$ cat config.mk
export PLATFORM = sky130hd
export DESIGN_NAME = ltl_report_collector
export DESIGN_NICKNAME = d
export VERILOG_FILES = /design/src/rtl/ltl_report_collector.sv
export SDC_FILE = /design/constraint.sdc
export NUM_CORES = 1
export LEC_CHECK = 0
export CORE_ASPECT_RATIO = 1.1
export CORE_MARGIN = 8
export CORE_UTILIZATION = 26
export CTS_CLUSTER_SIZE = 28
export DETAILED_ROUTE_END_ITERATION = 10
export PLACE_DENSITY = 0.48
export SYNTH_ARGS = -nofsm -noshare
export SYNTH_HDL_FRONTEND = slang
export SYNTH_SLANG_ARGS = --single-unit
export TNS_END_PERCENT = 5
$ cat constraint.sdc
create_clock -name clk -period 5.81 [get_ports clk]
set_clock_uncertainty 0.15 [all_clocks]
set_input_delay 1.162 -clock clk [delete_from_list [all_inputs] [get_ports clk]]
set_output_delay 1.162 -clock clk [all_outputs]
set_load 0.03 [all_outputs]
$ cat src/rtl/ltl_report_collector.sv
// ============================================================================
// Module   : ltl_report_collector
// Purpose  : Timestamps masked LTL report vectors and buffers them in a FIFO.
// Revision : 1.0 - initial release
// ============================================================================
`default_nettype none

module ltl_report_collector #(
  parameter int NUM_REPORTS = 4,
  parameter int FIFO_DEPTH  = 8,
  parameter int TS_WIDTH    = 32,
  parameter int DROP_WIDTH  = 8
) (
  input  logic                            clk,
  input  logic                            reset,
  input  logic                            run,
  input  logic                            clear,
  input  logic [NUM_REPORTS-1:0]          report_mask,
  input  logic [NUM_REPORTS-1:0]          report_in,
  output logic                            out_valid,
  input  logic                            out_ready,
  output logic [TS_WIDTH+NUM_REPORTS-1:0] out_data,
  output logic                            violation,
  output logic [DROP_WIDTH-1:0]           drop_count,
  output logic [$clog2(FIFO_DEPTH):0]     fifo_level
);

  localparam int PTR_W = $clog2(FIFO_DEPTH);
  localparam int LVL_W = PTR_W + 1;
  localparam int REC_W = TS_WIDTH + NUM_REPORTS;
  localparam logic [LVL_W-1:0] DEPTH_LVL = LVL_W'(FIFO_DEPTH);

  logic [REC_W-1:0]       mem_q [FIFO_DEPTH];
  logic [TS_WIDTH-1:0]    ts_q, ts_d;
  logic [PTR_W-1:0]       wr_ptr_q, wr_ptr_d;
  logic [PTR_W-1:0]       rd_ptr_q, rd_ptr_d;
  logic [LVL_W-1:0]       level_q, level_d;
  logic                   violation_q, violation_d;
  logic [DROP_WIDTH-1:0]  drop_q, drop_d;

  logic [NUM_REPORTS-1:0] w_masked;
  logic                   w_push_req;
  logic                   w_pop;
  logic                   w_full;
  logic                   w_push_en;
  logic                   w_drop;

  assign w_masked   = report_in & report_mask;
  assign w_push_req = run && (w_masked != '0);
  assign w_full     = (level_q == DEPTH_LVL);
  assign w_pop      = (level_q != '0) && out_ready && !clear;
  // A simultaneous pop frees the slot this edge, so a full FIFO still accepts.
  assign w_push_en  = w_push_req && !clear && (!w_full || w_pop);
  assign w_drop     = w_push_req && !clear && w_full && !w_pop;

  always_comb begin
    ts_d        = ts_q;
    wr_ptr_d    = wr_ptr_q;
    rd_ptr_d    = rd_ptr_q;
    level_d     = level_q;
    violation_d = violation_q;
    drop_d      = drop_q;
    if (clear) begin
      ts_d        = '0;
      wr_ptr_d    = '0;
      rd_ptr_d    = '0;
      level_d     = '0;
      violation_d = 1'b0;
      drop_d      = '0;
    end else begin
      if (run) begin
        ts_d = ts_q + TS_WIDTH'(1);
      end
      if (w_push_req) begin
        violation_d = 1'b1;
      end
      if (w_push_en) begin
        wr_ptr_d = wr_ptr_q + PTR_W'(1);
      end
      if (w_pop) begin
        rd_ptr_d = rd_ptr_q + PTR_W'(1);
      end
      if (w_push_en && !w_pop) begin
        level_d = level_q + LVL_W'(1);
      end else if (!w_push_en && w_pop) begin
        level_d = level_q - LVL_W'(1);
      end
      if (w_drop && (drop_q != {DROP_WIDTH{1'b1}})) begin
        drop_d = drop_q + DROP_WIDTH'(1);
      end
    end
  end

  always_ff @(posedge clk or posedge reset) begin
    if (reset) begin
      ts_q        <= '0;
      wr_ptr_q    <= '0;
      rd_ptr_q    <= '0;
      level_q     <= '0;
      violation_q <= 1'b0;
      drop_q      <= '0;
    end else begin
      ts_q        <= ts_d;
      wr_ptr_q    <= wr_ptr_d;
      rd_ptr_q    <= rd_ptr_d;
      level_q     <= level_d;
      violation_q <= violation_d;
      drop_q      <= drop_d;
    end
  end

  // Storage needs no reset: contents are only observable while level is non-zero.
  always_ff @(posedge clk) begin
    if (w_push_en) begin
      mem_q[wr_ptr_q] <= {ts_q, w_masked};
    end
  end

  assign out_valid  = (level_q != '0);
  assign out_data   = out_valid ? mem_q[rd_ptr_q] : '0;
  assign violation  = violation_q;
  assign drop_count = drop_q;
  assign fifo_level = level_q;

endmodule

`default_nettype wire

==> key figures, run 1 <==
Status
  – Status: completed

STA
  – RSZ-0062 raised after global routing: false
  – Crit share post-route: 0.792
  – Max Slew Vio Count: 0
  – Final setup vio count: 0
  – Total Neg Setup Slack: 0 ns
  – Worst slew margin relative to its limit: 0.306
  – Final Hold Fails: 0
  – Min Clock Period, post-route: 4.60 ns
  – Max Clk Rate: 0.217 GHz
  – Min Hold Slack: 0.378 ns
  – Least-Margin Pin Slew: 1.04 ns

Clock network
  – PostCTS Resize Cnt: 0
  – CTS H-tree depth: 2
  – Deepest clock path buffer count: 3
  – CTS root buf: clkbuf_16
  – Post-CTS setup buffers: 0
  – Clock slew at reported path FFs: 0.06 ns
  – CTS tree: yes
  – CTS buffer count: 36
  – CTS Hold Bufs: 0
  – Clk sinks: 339
  – Clk_lat worst skew: 0.51 ns

Yosys
  – Syn_nets: 760
  – Average size of a mapped cell: 18.4 um2
  – Seq/Total Area, Yosys: 0.728
  – EDFF count, synth: 288
  – Mapped Cells: 740
  – Top_reg_cell synth: edfxtp_1
  – Number of library cell types mapped by synthesis: 45
  – #FFs+latches synth: 339
  – Synth Cell Area: 13600 um2
  – Synth warnings: 0
  – Ys async rst share: 0.150

Worst setup path
  – Critical path cell sequence: buf_4, mux4_2, mux2i_1, nor2_1, clkdlybuf4s50_1
  – Crit-path slowest cell: dfrtp_4
  – Data arrival time of the critical path: 3.29 ns
  – Crit path capture type: primary output
  – FF-to-FF Start: fifo_level[0]$_DFFE_PP0P_
  – Kind of critical path: flip-flop to primary output
  – CP Launch Type: flip-flop
  – Max FO, Critical Path: 41
  – Crit path launch: rd_ptr_q[0]$_DFFE_PP0P_
  – Critical path's largest stage delay: 1.00 ns
  – Critical Path RT: 4.50 ns

Min path
  – HP Class: flip-flop to flip-flop
  – Hold Crit Start: violation$_DFFE_PP0P_

Floorplan
  – Initial Util: 0.261
  – Chip Width: 234 um
  – Placeable Area: 52200 um2
  – Chip Height: 256 um
  – # IOs: 63
  – Placement Rows: 88
  – Die footprint: 60000 um2

Power and ir drop
  – Clock Power Share: 0.318
  – P_int: 4.79 mW
  – Sequential share of power: 0.420
  – Design Power: 6.75 mW
  – P_leak: 5.18 nW
  – Worst VDD drop: 0.000442 V
  – Switching share of power: 0.291
  – Cell Pwr Density: 415 nW/um2
  – Psw: 1.96 mW
  – Comb pwr share: 0.262

Placement
  – Placed instance count: 1463
  – RD Place Congestion: 0.676
  – I/O Buffers: 62
  – Hpwl dp: 16.9 mm
  – DP Area: 15200 um2

Routing
  – DRT Wirelength: 29.3 mm
  – DR vias/cell: 4.40
  – 1st-pass router iterations: 4
  – Iter 0 DRT Violations: 305
  – DR WL/cell: 19.2 um
  – Total number of vias: 6724
  – Post-route ant nets: 0
  – DRC Markers: 0

Global routing
  – Antenna violations before repair: 0
  – Largest net degree at the start of global routing: 61
  – Gr usage total: 0.0983
  – Overflow after GRT: 0
  – Vias in the first global route: 7264
  – Global-route wire length before repair: 45.2 mm

Final layout
  – Fin cells: 1527
  – Most frequent cells in the layout: 288 x edfxtp_1, 82 x nor2_1, 72 x mux4_2
  – Area grow syn2layout: 19.3%
  – Most common cell after layout, fill and taps aside: edfxtp_1
  – # nets final: 846
  – Share of layout cells above drive strength 1: 0.194
  – Post-route cell area: 16300 um2
  – Ant diodes: 0

Run
  – Max-cap violations: 0
flip-flops by register name, summed over array words and instances, names as in the netlist:
register and cells:
violation 1, mem_q 288, ts_q 32, wr_ptr_q 3
drop_count 8, fifo_level 4, rd_ptr_q 3
critical path: cells and delay by family (launching register included):
family                 cells  cell delay [ns]
and+or+nand+nor            1             0.06
muxes                      2             0.67
DFF                        1             1.00
buffers and inverters      2             1.03
final cells by class:
cell class / count / area, um2
flip-flops and latches: 339 / 9930
clock buffers: 55 / 1030
clock inverters: 9 / 66.3
fillers: 5133 / 35900
well taps: 675 / 845
repair buffers: 86 / 796
inverters: 5 / 18.8
multi-input cells: 358 / 3580
layer usage:
metal | track usage | part of all wire | vias to the layer above
met2 | 0.167 | 0.50 | 88
met4 | 0.0249 | 0.017 | 0
met3 | 0.0174 | 0.028 | 32
li1 | - | - | 3082
met5 | 0 | 0 | -
met1 | 0.129 | 0.46 | 3522
power groups by stage:
stage | clock network, mW | logic, mW | registers [mW]
after floorplan | 0 | 1.26 | 2.78
after global placement | 0 | 1.83 | 2.90
after detailed placement | 0 | 1.83 | 2.90
after CTS | 2.23 | 1.83 | 2.85
after global routing | 2.31 | 1.91 | 2.86
final | 2.15 | 1.77 | 2.83
cells in the mapped netlist, drive strengths merged (5+ instances only):
| cell type | count | share of area |
|---|---|---|
| nand2 | 16 | 0.0044 |
| a21oi | 5 | 0.0018 |
| nand3 | 16 | 0.0059 |
| inv | 5 | 0.0014 |
| mux4 | 72 | 0.12 |
| nand4 | 13 | 0.0060 |
| clkbuf | 18 | 0.0050 |
| mux2i | 42 | 0.032 |
| buf | 20 | 0.0077 |
| and2 | 6 | 0.0029 |
| dfrtp | 51 | 0.094 |
| nor3 | 8 | 0.0029 |
| xnor2 | 13 | 0.0084 |
| nor4 | 8 | 0.0048 |
| nor2 | 86 | 0.024 |
| and3 | 8 | 0.0037 |
| ha | 6 | 0.0055 |
| edfxtp | 288 | 0.63 |
| xor2 | 25 | 0.016 |
| and4 | 6 | 0.0039 |
final timing paths:
kind,cells past startpoint,slack [ns],end
setup / recovery,5,1.21,out_data[20]
hold / removal,2,0.38,violation$_DFFE_PP0P_
setup reg to reg,10,2.70,fifo_level[3]$_DFFE_PP0P_
hold reg to reg,2,0.38,violation$_DFFE_PP0P_
max in group asynchronous,3,3.66,rd_ptr_q[1]$_DFFE_PP0P_
min in group asynchronous,2,1.00,ts_q[20]$_DFFE_PP0P_
through the flow:
| stage | util | setup WS [ns] |
|---|---|---|
| after floorplan | - | -0.232 |
| after global placement | 0.291 | 1.29 |
| after detailed placement | 0.291 | 1.27 |
| after CTS | 0.312 | 1.05 |
| after global routing | 0.312 | 0.935 |
| final | 0.312 | 1.21 |
logic make-up (layout without fill, tap and decap cells):
| logic type | count (synthesis) | count (layout) | share of synthesized area |
|---|---|---|---|
| flops | 339 | 339 | 0.728 |
| mux | 115 | 115 | 0.152 |
| compound gates | 18 | 18 | 0.00973 |
| xor+xnor | 38 | 38 | 0.0244 |
| simple gates | 180 | 180 | 0.0653 |
| buf+inv | 43 | 155 | 0.0140 |
| fa+ha+maj | 7 | 7 | 0.00697 |
(Power assumes the default switching activity.)
==> run 2: changes to the inputs <==
--- a/config.mk
+++ b/config.mk
@@ -10,7 +10,7 @@
 export CORE_UTILIZATION = 26
 export CTS_CLUSTER_SIZE = 28
 export DETAILED_ROUTE_END_ITERATION = 10
-export PLACE_DENSITY = 0.48
+export PLACE_DENSITY = 0.49
 export SYNTH_ARGS = -nofsm -noshare
 export SYNTH_HDL_FRONTEND = slang
 export SYNTH_SLANG_ARGS = --single-unit
==> constraint.sdc (replaced) <==
create_clock -name clk -period 3.75 [get_ports clk]
set_clock_uncertainty 0.15 [all_clocks]
set_input_delay 0.75 -clock clk [delete_from_list [all_inputs] [get_ports clk]]
set_output_delay 0.75 -clock clk [all_outputs]
set_load 0.03 [all_outputs]
==> run 2 against run 1 <==
Register-to-register slack got worse by 1.9 ns. Utilization rose by 0.89 points. Die area is the same. Critical path depth did not move.
==> key figures, run 2 (synthesis results as in run 1) <==
Routing
  – Met2 Routed Length: 14.3 mm (-1.8%)
  – Iter 0 DRT Violations: 340 (+11%)
  – 1st-pass router iterations: 4 (unchanged)
  – DR WL/cell: 19.4 um (+1.2%)
  – Post-route ant nets: 0 (unchanged)
  – DR vias/cell: 4.39 (-0.24%)
  – Metal3 WL: 978 um (+19%)
  – Top layer reached by signal wires: met4
  – DRC Markers: 0 (unchanged)
  – DRT Wirelength: 30.0 mm (+2.5%)
  – Total number of vias: 6796 (+1.1%)
  – Routed met1 length: 14.1 mm (+5.5%)

Clock network
  – Clk sinks: 339 (unchanged)
  – Clk_lat worst skew: 0.53 ns (+0.02 ns)
  – Clock slew at reported path FFs: 0.06 ns (about the same)
  – CTS tree: yes
  – CTS buffer count: 37 (+2.8%)
  – Deepest clock path buffer count: 3 (unchanged)
  – CTS root buf: clkbuf_16
  – CTS H-tree depth: 2 (unchanged)

Final layout
  – Reg with most FFs: mem_q
  – Post-Route Utilization: 0.321 (+0.00892)
  – Max reg flops: 288 (unchanged)
  – Most frequent cells in the layout: 288 x edfxtp_1, 82 x nor2_1, 72 x mux4_2
  – Ant diodes: 0 (unchanged)
  – Area grow syn2layout: 22.8%
  – Post-route cell area: 16700 um2 (+2.9%)
  – Share of layout cells above drive strength 1: 0.219 (+0.0254)
  – Most common cell after layout, fill and taps aside: edfxtp_1
  – # nets final: 864 (+2.1%)

STA
  – Total Neg Setup Slack: 0 ns (unchanged)
  – Min Clock Period, post-route: 3.63 ns
  – Crit share post-route: 0.968
  – Final setup vio count: 0 (unchanged)
  – Max Clk Rate: 0.276 GHz
  – Least-Margin Pin Slew: 0.491 ns (-0.549 ns)
  – Worst slew margin relative to its limit: 0.672 (+0.366)
  – RSZ-0062 raised after global routing: false
  – Final Hold Fails: 0 (unchanged)
  – Max Slew Vio Count: 0 (unchanged)

Floorplan
  – Placement Rows: 88 (unchanged)
  – Placeable Area: 52200 um2 (unchanged)
  – Chip Height: 256 um (unchanged)
  – Die footprint: 60000 um2 (unchanged)
  – Initial Util: 0.261 (unchanged)
  – # IOs: 63 (unchanged)
  – Chip Width: 234 um (unchanged)

Worst setup path
  – Critical Path RT: 2.85 ns (-1.65 ns)
  – Max FO, Critical Path: 12 (-71%)
  – R2R depth: 10 (unchanged)
  – Critical path cell sequence: buf_12, mux4_2, mux2i_2, nor2_1, clkdlybuf4s50_1
  – Kind of critical path: flip-flop to primary output
  – Data arrival time of the critical path: 2.73 ns (-0.56 ns)
  – Crit-path slowest cell: clkdlybuf4s50_1
  – Critical path's largest stage delay: 0.61 ns (-0.39 ns)
  – Crit path capture type: primary output
  – CP Launch Type: flip-flop

Placement
  – RD Place Congestion: 0.704 (+4.2%)
  – Hpwl dp: 17.0 mm (+0.71%)
  – I/O Buffers: 62 (unchanged)
  – DP Area: 15500 um2 (+2.1%)

Min path
  – Worst hold path depth: 2 (unchanged)
  – HP Class: flip-flop to flip-flop

Status
  – Status: completed

Power and ir drop
  – P_leak: 5.44 nW (+4.9%)
  – Cell Pwr Density: 651 nW/um2 (+57%)
  – Design Power: 10.9 mW (+61%)
  – Worst VDD drop: 0.000683 V (+54%)

Global routing
  – Overflow after GRT: 0 (unchanged)
  – Antenna violations before repair: 0 (unchanged)
  – Global-route wire length before repair: 46.4 mm (+2.5%)
  – Largest net degree at the start of global routing: 37 (-39%)
  – Vias in the first global route: 7416 (+2.1%)
  – Gr usage total: 0.101 (+0.00265)

Run
  – Max-cap violations: 0 (unchanged)
## run 2: cell types whose count changed in the layout (fill, tap and decap cells not counted), moves of 3 or more
cell,change
dlymetal6s2s_1,+5
clkdlybuf4s50_1,-6
clkinv_2,+3
buf_12,+15
clkbuf_1,-4
## run 2: critical path: cells and delay by family (launching register included)
family | cells | cell delay (ns)
mux | 2 | 0.78
flops | 1 | 0.52
buf+inv | 2 | 0.81
simple gates | 1 | 0.10
## run 2: cell type report
cell class	count	area, um2
clock buffers	51	1040
clock inverters	16	161
fillers	5105	35500
inverters	5	18.8
multi-input cells	358	3600
flip-flops and latches	339	9930
well taps	675	845
repair buffers	103	1130
## run 2: report_power, final
group          total (mW)  leakage [nW]  internal, mW  switching, mW
combinational        3.03          1.62          1.43           1.60
clock                3.61         0.588          2.15           1.46
sequential           4.26          3.23          4.14          0.112
## run 2: path summary, 6_finish.rpt
kind	from	to	slack, ns
max	rd_ptr_q[0]$_DFFE_PP0P_	out_data[35]	0.12
min	violation$_DFFE_PP0P_	violation$_DFFE_PP0P_	0.36
max reg2reg	fifo_level[0]$_DFFE_PP0P_	fifo_level[3]$_DFFE_PP0P_	0.82
min reg2reg	violation$_DFFE_PP0P_	violation$_DFFE_PP0P_	0.36
max in group asynchronous	reset	ts_q[4]$_DFFE_PP0P_	2.38
min in group asynchronous	reset	rd_ptr_q[1]$_DFFE_PP0P_	0.41
## run 2: through the flow
step	instances	setup slack, ns	hold slack, ns
6_report	1547	0.121	0.361
5_1_grt	1547	0.0143	0.382
4_1_cts	1546	0.0115	0.362
3_5_place_dp	1478	0.152	0.347
3_3_place_gp	1478	0.120	0.366
2_1_floorplan	740	-0.389	0.384
## run 2: layer usage
metal,up-vias,global-route usage
li1,3122,-
met1,3527,0.138
met2,105,0.163
met3,42,0.0182
met4,0,0.0282
met5,-,0
## run 2: timing repair
action	CTS	global route
setup buffers	1	1
gates resized for setup	2	6
gates cloned	0	0
endpoints found under the hold margin	0	0
endpoints found under the setup margin	21	13
hold buffers	0	0
==> run 3: changes to the inputs <==
--- a/config.mk
+++ b/config.mk
@@ -5,6 +5,7 @@
 export SDC_FILE = /design/constraint.sdc
 export NUM_CORES = 1
 export LEC_CHECK = 0
+export CAP_MARGIN = 15
 export CORE_ASPECT_RATIO = 1.1
 export CORE_MARGIN = 8
 export CORE_UTILIZATION = 26
==> constraint.sdc (replaced) <==
create_clock -name clk -period 3.3 [get_ports clk]
set_clock_uncertainty 0.15 [all_clocks]
set_input_delay 0.66 -clock clk [delete_from_list [all_inputs] [get_ports clk]]
set_output_delay 0.66 -clock clk [all_outputs]
set_load 0.03 [all_outputs]
==> run 3 against run 2 <==
Via count up 1.4%. Total power is 14% higher. Sequential power rose by 13%. Global-route usage decreased by 0.18 points. Clock-buffer cell count fell by 2. Design area up 0.72%. Largest power group unchanged. First-iteration DRC count decreased by 2.4%. Utilization is 0.23 points higher. Critical path type unchanged. Setup slack worse by 0.0091 ns.
==> key figures, run 3 (synthesis results as in run 1) <==
Routing
  – 1st-pass router iterations: 6 (+2)
  – Post-route ant nets: 0 (unchanged)
  – Total number of vias: 6890 (+1.4%)
  – DR vias/cell: 4.42 (+0.60%)
  – DRT Wirelength: 29.6 mm (-1.3%)
  – DRC Markers: 0 (unchanged)
  – Iter 0 DRT Violations: 332 (-2.4%)
  – DR WL/cell: 19.0 um (-2.0%)

Placement
  – Placed instance count: 1483 (+0.34%)
  – I/O Buffers: 62 (unchanged)
  – DP Area: 15500 um2 (about the same)
  – Hpwl dp: 17.2 mm (+1.2%)
  – RD Place Congestion: 0.692 (-1.7%)
  – Post-Place Worst Slack: -0.167 ns (-0.318 ns)

Global routing
  – Largest net degree at the start of global routing: 41 (+11%)
  – Global-route wire length before repair: 45.8 mm (-1.2%)
  – Overflow after GRT: 0 (unchanged)
  – Vias in the first global route: 7380 (-0.49%)
  – Gr usage total: 0.0992 (-0.00182)
  – Antenna violations before repair: 0 (unchanged)

Worst setup path
  – CP Launch Type: flip-flop
  – Cell mode on critical path: buf_4
  – Crit path capture type: primary output
  – Data arrival time of the critical path: 2.38 ns (-0.35 ns)
  – Kind of critical path: flip-flop to primary output
  – R2R setup slack: 0.37 ns (-0.45 ns)
  – Critical Path RT: 2.49 ns (-0.36 ns)
  – Critical path's largest stage delay: 0.51 ns (-0.10 ns)
  – Critical path cell sequence: buf_8, buf_16, mux4_2, mux2i_1, buf_4, nor2_1, buf_4
  – Max FO, Critical Path: 14 (+2)
  – Crit-path slowest cell: mux4_2

Floorplan
  – Chip Width: 234 um (unchanged)
  – Initial Util: 0.261 (unchanged)
  – # IOs: 63 (unchanged)
  – Die footprint: 60000 um2 (unchanged)
  – Placement Rows: 88 (unchanged)
  – Chip Height: 256 um (unchanged)
  – Placeable Area: 52200 um2 (unchanged)

Power and ir drop
  – P_leak: 5.53 nW (+1.7%)
  – Psw: 3.61 mW (+14%)
  – Switching share of power: 0.291 (about the same)
  – Sequential share of power: 0.388 (-0.003)
  – Cell Pwr Density: 736 nW/um2 (+13%)
  – P_int: 8.80 mW (+14%)
  – Clock Power Share: 0.328 (-0.003)
  – Comb pwr share: 0.284 (+0.006)
  – Worst VDD drop: 0.000766 V (+12%)

Run
  – Max-cap violations: 0 (unchanged)

Clock network
  – CTS buffer count: 37 (unchanged)
  – Deepest clock path buffer count: 3 (unchanged)
  – CTS root buf: clkbuf_16
  – CTS H-tree depth: 2 (unchanged)
  – Clk_lat worst skew: 0.52 ns (about the same)
  – CTS tree: yes
  – CTS Hold Bufs: 0 (unchanged)
  – Clock slew at reported path FFs: 0.06 ns (about the same)
  – Clk sinks: 339 (unchanged)

Final layout
  – Most frequent cells in the layout: 288 x edfxtp_1, 82 x nor2_1, 72 x mux4_2
  – Ant diodes: 0 (unchanged)
  – Post-route cell area: 16900 um2 (+0.72%)
  – Number of fill cells: 5100 (-0.098%)
  – Reg with most FFs: mem_q
  – # nets final: 875 (+1.3%)
  – Share of layout cells above drive strength 1: 0.262 (+0.0434)
  – Most common cell after layout, fill and taps aside: edfxtp_1
  – Max reg flops: 288 (unchanged)
  – Area grow syn2layout: 23.7%
  – Fin cells: 1559 (+0.78%)

STA
  – Worst slew margin relative to its limit: 0.663 (-0.00971)
  – Least-Margin Pin Slew: 0.506 ns (+0.0146 ns)
  – RSZ-0062 raised after global routing: false
  – Final setup vio count: 0 (unchanged)
  – Final Hold Fails: 0 (unchanged)
  – Min Hold Slack: 0.337 ns (-0.0237 ns)
  – Crit share post-route: 0.966
  – Worst Slack Setup Final: 0.112 ns (-0.00909 ns)
  – Max Slew Vio Count: 0 (unchanged)
  – Max Clk Rate: 0.314 GHz
  – Total Neg Setup Slack: 0 ns (unchanged)
  – Min Clock Period, post-route: 3.19 ns

Status
  – Status: completed

Min path
  – HP Class: primary input to asynchronous set/reset pin
## run 3: cell types whose count changed in the layout (fill, tap and decap cells not counted), moves of 2 or more
cell             change
and2_1               -4
dlymetal6s2s_1       -5
buf_16               +2
clkinv_1             +6
buf_12               +5
clkdlybuf4s50_1     -30
buf_4               +31
dlygate4sd2_1        +7
and2_4               +4
clkbuf_1             -2
clkinv_2             -2
## run 3: layer usage
metal  global-route usage  routed length [um]
met1                0.133               13600
met3               0.0186                1090
met4               0.0261                 493
met2                0.163               14500
met5                    0                   0
## run 3: final timing paths
| check | startpoint | to | depth (start not counted) |
|---|---|---|---|
| worst max-delay path | rd_ptr_q[0]$_DFFE_PP0P_ | out_data[35] | 7 |
| worst min-delay path | reset | fifo_level[2]$_DFFE_PP0P_ | 2 |
| worst min register to register | violation$_DFFE_PP0P_ | violation$_DFFE_PP0P_ | 2 |
| worst max register to register | fifo_level[0]$_DFFE_PP0P_ | fifo_level[3]$_DFFE_PP0P_ | 10 |
| max in group asynchronous | reset | ts_q[18]$_DFFE_PP0P_ | 3 |
| min in group clk | violation$_DFFE_PP0P_ | violation$_DFFE_PP0P_ | 2 |
## run 3: worst max-delay path, delay by kind of cell, from the launching register on
| family | cells | cell delay, ns |
|---|---|---|
| buffers and inverters | 4 | 0.69 |
| multiplexers | 2 | 0.69 |
| flip-flops | 1 | 0.43 |
| AND/OR/NAND/NOR | 1 | 0.05 |
## run 3: layout make-up
cell class,count,area [um2],area share
Timing Repair Buffer,114,1240,0.0739
Clock inverter,19,166,0.00987
Inverter,5,18.8,0.00111
Sequential cell,339,9930,0.589
Clock buffer,49,1030,0.0613
Multi-Input combinational cell,358,3620,0.215
Tap cell,675,845,0.0501
## run 3: per-stage QoR
| stage | utilization | total power [mW] |
|---|---|---|
| after floorplan | - | 7.12 |
| after global placement | 0.297 | 8.39 |
| after detailed placement | 0.297 | 8.39 |
| after CTS | 0.321 | 12.5 |
| after global routing | 0.323 | 13.0 |
| final | 0.323 | 12.4 |
## run 3: timing repair
item | in CTS | in global routing
endpoints found under the setup margin | 36 | 16
pin swaps | 0 | 0
setup buffers | 3 | 4
gates cloned | 0 | 1
gates resized for setup | 12 | 6
## run 3: power by group through the flow
stage	combinational, mW	clock, mW	sequential [mW]
after floorplan	2.23	0	4.89
after global placement	3.43	0	4.96
after detailed placement	3.42	0	4.96
after CTS	3.52	4.20	4.82
after global routing	3.82	4.34	4.83
final	3.52	4.07	4.82
